**src/rtl/dllp_pkg.sv**
```systemverilog
// Shared DLLP definitions: byte count, CRC-16 constants, transmitted-CRC function, queue entry type.
// Latency: n/a (package, combinational helper only).
// Backpressure: n/a.
package dllp_pkg;

    localparam int          DLLP_BYTES = 6;
    localparam logic [15:0] CRC_POLY   = 16'h100B;
    localparam logic [15:0] CRC_SEED   = 16'hFFFF;

    typedef enum logic {
        ST_IDLE,
        ST_COLLECT
    } asm_state_t;

    typedef struct packed {
        logic [31:0] data;
        logic        crc_err;
    } dllp_entry_t;

    // Returns {byte4, byte5} exactly as they appear on the wire. Bytes 0..3
    // are fed bit 0 first; the inverted remainder has each byte bit-reversed.
    function automatic logic [15:0] dllp_crc16(input logic [31:0] d);
        logic [15:0] c;
        logic [15:0] tx;
        logic        fb;
        c  = CRC_SEED;
        tx = '0;
        for (int i = 0; i < 4; i++) begin
            for (int j = 0; j < 8; j++) begin
                fb = c[15] ^ d[24 - 8*i + j];
                c  = {c[14:0], 1'b0} ^ (fb ? CRC_POLY : 16'h0000);
            end
        end
        c = ~c;
        for (int j = 0; j < 8; j++) begin
            tx[8 + j] = c[15 - j];
            tx[j]     = c[7 - j];
        end
        return tx;
    endfunction

endpackage

```
**src/rtl/dllp_rx_fifo.sv**
```systemverilog
// FWFT queue of checked DLLPs with two in-order write ports and one read port.
// Latency: write visible at head one edge after push; head is combinational from storage.
// Backpressure: caller limits push_num to free_cnt (plus same-cycle pop); pop ignored when empty.
// Ports: push_num/push_dat0/push_dat1 in, pop in, head_vld/head_dat/free_cnt out.
module dllp_rx_fifo
    import dllp_pkg::*;
#(
    parameter int DEPTH = 4
) (
    input  logic                     clk,
    input  logic                     reset,
    input  logic [1:0]               push_num,
    input  dllp_entry_t              push_dat0,
    input  dllp_entry_t              push_dat1,
    input  logic                     pop,
    output logic                     head_vld,
    output dllp_entry_t              head_dat,
    output logic [$clog2(DEPTH):0]   free_cnt
);
    localparam int AW = $clog2(DEPTH);
    localparam int CW = AW + 1;

    dllp_entry_t   mem [DEPTH];
    logic [AW-1:0] wr_ptr;
    logic [AW-1:0] rd_ptr;
    logic [CW-1:0] count;
    logic          pop_ok;

    assign head_vld = (count != '0);
    assign head_dat = mem[rd_ptr];
    assign free_cnt = CW'(DEPTH) - count;
    assign pop_ok   = pop & head_vld;

    // When full, a pop and a push share the head slot: the head is read out
    // combinationally this cycle and overwritten at the edge.
    always_ff @(posedge clk) begin
        if (!reset) begin
            wr_ptr <= '0;
            rd_ptr <= '0;
            count  <= '0;
        end else begin
            if (push_num != 2'd0) mem[wr_ptr] <= push_dat0;
            if (push_num == 2'd2) mem[wr_ptr + AW'(1)] <= push_dat1;
            wr_ptr <= wr_ptr + AW'(push_num);
            if (pop_ok) rd_ptr <= rd_ptr + AW'(1);
            count  <= count + CW'(push_num) - CW'(pop_ok);
        end
    end
endmodule

```
**config.mk**
```make
export PLATFORM = sky130hd
export DESIGN_NAME = dllp_rx_fifo
export DESIGN_NICKNAME = d
export VERILOG_FILES = /design/src/rtl/dllp_pkg.sv /design/src/rtl/dllp_rx_fifo.sv
export SDC_FILE = /design/constraint.sdc
export NUM_CORES = 1
export LEC_CHECK = 0
export ABC_AREA = 1
export BUFFER_PORTS_ARGS = -buffer_cell sky130_fd_sc_hd__buf_2
export CORE_AREA = 2 2 127 129
export DETAILED_ROUTE_END_ITERATION = 8
export DIE_AREA = 0 0 129 131
export HOLD_SLACK_MARGIN = 0.02
export PLACE_DENSITY_LB_ADDON = 0.1
export SYNTH_ARGS = -nofsm -noshare
export SYNTH_HDL_FRONTEND = slang
export SYNTH_SLANG_ARGS = --single-unit
```
**constraint.sdc**
```tcl
create_clock -name clk -period 2.7 [get_ports clk]
set_input_delay 0.135 -clock clk [delete_from_list [all_inputs] [get_ports clk]]
set_output_delay 0.135 -clock clk [all_outputs]
set_load 0.03 [all_outputs]
```
==> impl_metrics.toml, run 1 <==
[finish]
fill_cells = 1406
multi_input_area_mm2 = 0.00279
area_delta_synth_final_pct = 18.2
drive_gt1_share_pct = 16.4
antenna_cells = 0
layout_common_cells = "nand2_1 (384), edfxtp_1 (132), buf_2 (107)"
final_common_cell = "nand2_1"
seq_area_mm2 = 0.00415
finalNetCount = 1083

[placement]
hpwl_um = 11500
io_buffers = 107
gp_congestion = 0.754

[logic_synthesis]
synth_ff_type = "edfxtp_1"
ys_async_sr_fraction_pct = 0
synth.area.top_cells = "edfxtp_1 (52%), nand2_1 (19%), nand3_1 (6.8%), inv_1 (4.3%), o211ai_1 (3.3%)"
synth.cell_area_mm2 = 0.00761
yosys.area.top_type_share_pct = 52.1
avgSynthCellArea_um2 = 8.42
syn-num-nets = 982
yosysWarnings = 0
synthCells = 904
ys_seq_area_share_pct = 54.5
synth-edff-count = 132
yosysUniqueCellTypes = 22
synth_top_area_cell = "edfxtp_1"
synth_seq_cells = 141

[detailed_routing]
wl_met2_um = 9580
drc = 0
drt_iter0_drc = 441
avgViaCountPerCell = 5.08
dr.pass1.iters = 5
wl_um = 19300
dr_wl_met3_um = 1180
post_drt_wl_per_cell_um = 15.7
vias = 6273
ant_nets = 0
met1Wirelength_um = 8200
top_layer = "met5"

[critical_path]
crit_required_ns = 3.02
setup.worst_path.start = "count[0]"
crit_family = "adder cells"
crit_path_end_kind = "flip-flop"
cpPeakStageDelay_ns = 0.38
cp_common_cell = "inv_1"
worstSetupPathType = "reg2reg"
worstPathArrival_ns = 2.44
critPathBufInv = 5
crit_chain = "inv_1 -> ha_1 -> ha_1 -> inv_1 -> nand2_1 -> inv_1 -> ha_1 -> inv_1 -> ha_1 -> fa_1 -> inv_1 -> nand2_1 -> a21oi_1 -> nor2_1"
r2r-start = "count[0]"
startpoint_type = "flip-flop"
crit_slowest_cell = "fa_1"
crit_fanout = 4

[pwr]
total_power_w = 0.00697
power_density_mw_per_mm2 = 775
p_leak_nw = 4.16
irDropWorstVdd_mv = 0.624

[sta]
post-route-min-period_ns = 2.11
skew_ns = 0.00705
finalCritPeriodShare_pct = 78.2
setup_viol = 0
rsz0062_at_grt = "no"
finalMaxSlewViolations = 0
worstMarginPinSlew_ns = 0.575
tns_ns = 0
clock.fmax_mhz = 474
timing.slew.headroom_pct = 61.6
whs_ns = 0.0224
hold_violations = 0

[hold_path]
hold_path_class = "in2reg"
hold_start = "push_dat0[28]"

[floorplan]
start_util_pct = 48.8
die_h_um = 131
die_area_mm2 = 0.0169
core_area_mm2 = 0.0156
fp.dieW_um = 129
ios = 108
num_rows = 46

[run]
max-cap-violations = 0

[cts]
cts_root_buf = "clkbuf_16"
htree_levels = 4
clk_pin_slew_ns = 0.06
cts_made_buffers = 17
clockBufferDepth = 2
clock-sinks = 141
clock_latency_ns = 0.43
post-cts-setup-buffers = 0
tritoncts = "done"

[run_status]
run_status = "finished clean"

[global_route]
grt_usage_pct = 24.0
grt_pass1_wl_um = 30500
grt_max_degree = 58
gr-total-overflow = 0
antenna_found_initial = 1
grt_pass1_vias = 6036
[logic make-up (layout without fill, tap and decap cells)]
group	after synthesis	in the layout	share of synthesized area [%]
adders and majority gates	7	7	1.25
and+or+nand+nor	507	507	27.4
AOI/OAI and AO/OA	101	101	7.73
buffers and inverters	148	262	9.18
DFF	141	141	54.5
[final timing paths]
check | endpoint | slack, ns | depth (start not counted)
setup / recovery | count[2] | 0.59 | 14
hold reg to reg | count[2] | 0.52 | 2
setup reg to reg | count[2] | 0.59 | 14
hold / removal | mem[2][28] | 0.02 | 3
[power by group]
group / switching, W / leakage [nW] / internal [W]
logic: 0.00138 / 2.59 / 0.000594
clock network: 0.000843 / 0.276 / 0.00143
registers: 0.000145 / 1.29 / 0.00258
total: 0.00237 / 4.16 / 0.00461
[layout make-up]
cell class,count,area share [%]
Sequential cell,141,46.1
Multi-Input combinational cell,615,31.0
Timing Repair Buffer,142,9.96
Clock buffer,21,4.90
Inverter,88,3.67
Tap cell,216,3.00
Clock inverter,11,1.38
[timing repair]
item | CTS | global route
hold buffers | 14 | 0
hold endpoints to repair | 20 | 0
resized for setup | 0 | 0
[layer usage]
metal | up-vias | GRT usage [%]
li1 | 3168 | -
met1 | 2872 | 29.8
met3 | 28 | 4.97
met2 | 203 | 41.4
met5 | - | 0
met4 | 2 | 9.08
[worst min-delay path: stages]
cell and delay (ns):
buf_2 0.11, nand2_1 0.05, nand2_1 0.04
[state kept, by name, indices dropped and copies added (netlist names), named ones only]
name	count
rd_ptr	2
mem	132
wr_ptr	2
count	3
[metrics by stage]
step	util, %	cells	setup slack [ns]	area (um^2)
2_1_floorplan	-	904	0.532	7610
3_3_place_gp	53.2	1188	0.651	8290
3_5_place_dp	53.2	1188	0.605	8290
4_1_cts	57.7	1234	0.587	8990
5_1_grt	57.7	1234	0.392	8990
6_report	57.7	1234	0.589	8990
[synthesized netlist by cell type, types with 3 or more instances]
cell	instances
nand2_1	388
edfxtp_1	132
nand3_1	103
inv_1	87
a21oi_1	35
o211ai_1	33
o21ai_0	33
buf_2	27
buf_4	15
dfxtp_1	9
clkbuf_1	8
buf_6	7
ha_1	6
nor2_1	6
buf_1	3
nor2_4	3
Power figures use the tool's default switching activity.
==> run 2, diff against run 1 <==
Clock period 2.7 ns to 2 ns, I/O delays scaled along.
==> run 2 against run 1 <==
Wire length increased by 7.2%. First-iteration DRC count is 18% higher. Worst setup slack lost 0.59 ns. Largest power group unchanged. Clock skew grew 0.00079 ns. Cell area grew 8.1%. Sequential power rose by 32%. Sequential share of layout area fell by 3.4 points. Register-to-register slack lost 0.59 ns. Largest cell class unchanged. Clock power is 22% higher. Count of clock-buffer cells in the layout up 9. Final cell count grew 6.1%. Via count up 6.7%.
==> impl_metrics.toml, run 2 (synthesized netlist as in run 1, its figures left out) <==
[run_status]
run_status = "finished clean"

[global_route]
grt_pass1_vias = 6278
grt_max_degree = 62
antenna_found_initial = 1
grt_pass1_wl_um = 32100
gr-total-overflow = 0
grt_usage_pct = 25.4

[cts]
clock_latency_ns = 0.42
cts_made_buffers = 17
tritoncts = "done"
clock-sinks = 141
clk_pin_slew_ns = 0.06
cts_root_buf = "clkbuf_16"
clockBufferDepth = 2
htree_levels = 4

[placement]
hpwl_um = 11800
gp_congestion = 0.751
io_buffers = 107
dpl_worst_slack_ns = -0.0965

[sta]
clock.fmax_mhz = 500
tns_ns = 0
setup_viol = 0
finalMaxSlewViolations = 0
worstMarginPinSlew_ns = 0.501
rsz0062_at_grt = "yes"
whs_ns = 0.0372
post-route-min-period_ns = 2.00
timing.slew.headroom_pct = 66.6
hold_violations = 0
finalCritPeriodShare_pct = 100
fin_ws_ns = 0.0000344
skew_ns = 0.00785

[critical_path]
reg2reg_depth = 14
crit_path_end_kind = "flip-flop"
worstPathArrival_ns = 2.32
crit_required_ns = 2.32
crit_fanout = 2
setup.reg_to_reg.worst_slack_ns = 0.00003
worstSetupPathType = "reg2reg"
startpoint_type = "flip-flop"

[pwr]
p_comb_share_pct = 32.9
total_power_w = 0.00952
pwr-share-clk_pct = 29.2
intPower_w = 0.00619
irDropWorstVdd_mv = 1.05
pwr-share-seq_pct = 37.8
power_density_mw_per_mm2 = 979
p_leak_nw = 4.44
power.switching_w = 0.00333
p_sw_share_pct = 34.9

[finish]
finalNetCount = 1157
fill_cells = 1384
final_util_pct = 62.3
area_delta_synth_final_pct = 27.8
reg_top3 = "mem (132), count (3)"
drive_gt1_share_pct = 17.8
layout_common_cells = "nand2_1 (382), edfxtp_1 (132), buf_2 (107)"
largest-register = "mem"
largest_register_ffs = 132
final_common_cell = "nand2_1"

[detailed_routing]
vias = 6692
wl_um = 20700
post_drt_wl_per_cell_um = 15.8
drt_iter0_drc = 519
drc = 0
dr.pass1.iters = 6
ant_nets = 0
avgViaCountPerCell = 5.11

[hold_path]
holdPathStages = 3
hold_path_class = "in2reg"

[floorplan]
ios = 108
die_h_um = 131
core_area_mm2 = 0.0156
die_area_mm2 = 0.0169
start_util_pct = 48.8
num_rows = 46
fp.dieW_um = 129

[run]
max-cap-violations = 0
[run 2: timing repair]
| action | 4_1_cts | 5_1_grt |
|---|---|---|
| resized for setup | 6 | 14 |
| setup buffers | 0 | 1 |
| pin swaps | 2 | 6 |
| endpoints found under the setup margin | 1 | 10 |
| hold endpoints to repair | 134 | 0 |
| hold buffers | 77 | 0 |
[run 2: metal layers]
| metal | share of wire [%] | GRT usage, % | routed length (um) |
|---|---|---|---|
| met1 | 42 | 31.9 | 8760 |
| met2 | 50 | 43.8 | 10400 |
| met3 | 5.7 | 5.05 | 1170 |
| met4 | 1.9 | 9.14 | 386 |
| met5 | 0 | 0 | 0 |
[run 2: critical path, stage by stage (launching register included)]
cell	delay, ns
dfxtp_2	0.32
inv_2	0.07
ha_4	0.13
ha_4	0.12
inv_4	0.03
nand2_2	0.06
inv_2	0.05
ha_4	0.26
inv_2	0.04
ha_4	0.15
fa_2	0.37
nand2_1	0.12
nand3_2	0.08
nand2_1	0.06
nor2_1	0.05
[run 2: area by class of cell]
cell class | count | area, um^2 | share of cell area (%)
antenna | 1 | 2.50 | 0.0257
clock inverter | 2 | 12.5 | 0.129
tap | 216 | 270 | 2.78
sequential | 141 | 4150 | 42.7
multi-input combinational | 615 | 2850 | 29.3
inverter | 88 | 333 | 3.42
timing repair buffer | 216 | 1610 | 16.6
clock buffer | 30 | 494 | 5.08
[run 2: final timing paths]
kind                                  end    startpoint
worst min-delay path            mem[0][5]  push_dat1[5]
worst max-delay path             count[2]      count[0]
worst min register to register  flip-flop     rd_ptr[0]
worst max register to register   count[2]      count[0]
[run 2: through the flow]
stage	instance area, um^2	std cells
floorplan	7620	904
global placement	8360	1198
detailed placement	8360	1198
CTS	9670	1307
global route	9720	1309
finish	9720	1309
[run 2: power groups by stage]
stage          logic (W)  clock network [W]  registers [W]
5_1_grt          0.00344            0.00294        0.00362
6_report         0.00313            0.00278        0.00360
4_1_cts          0.00303            0.00281        0.00360
3_5_place_dp     0.00285                  0        0.00365
2_1_floorplan    0.00200                  0        0.00359
3_3_place_gp     0.00282                  0        0.00365
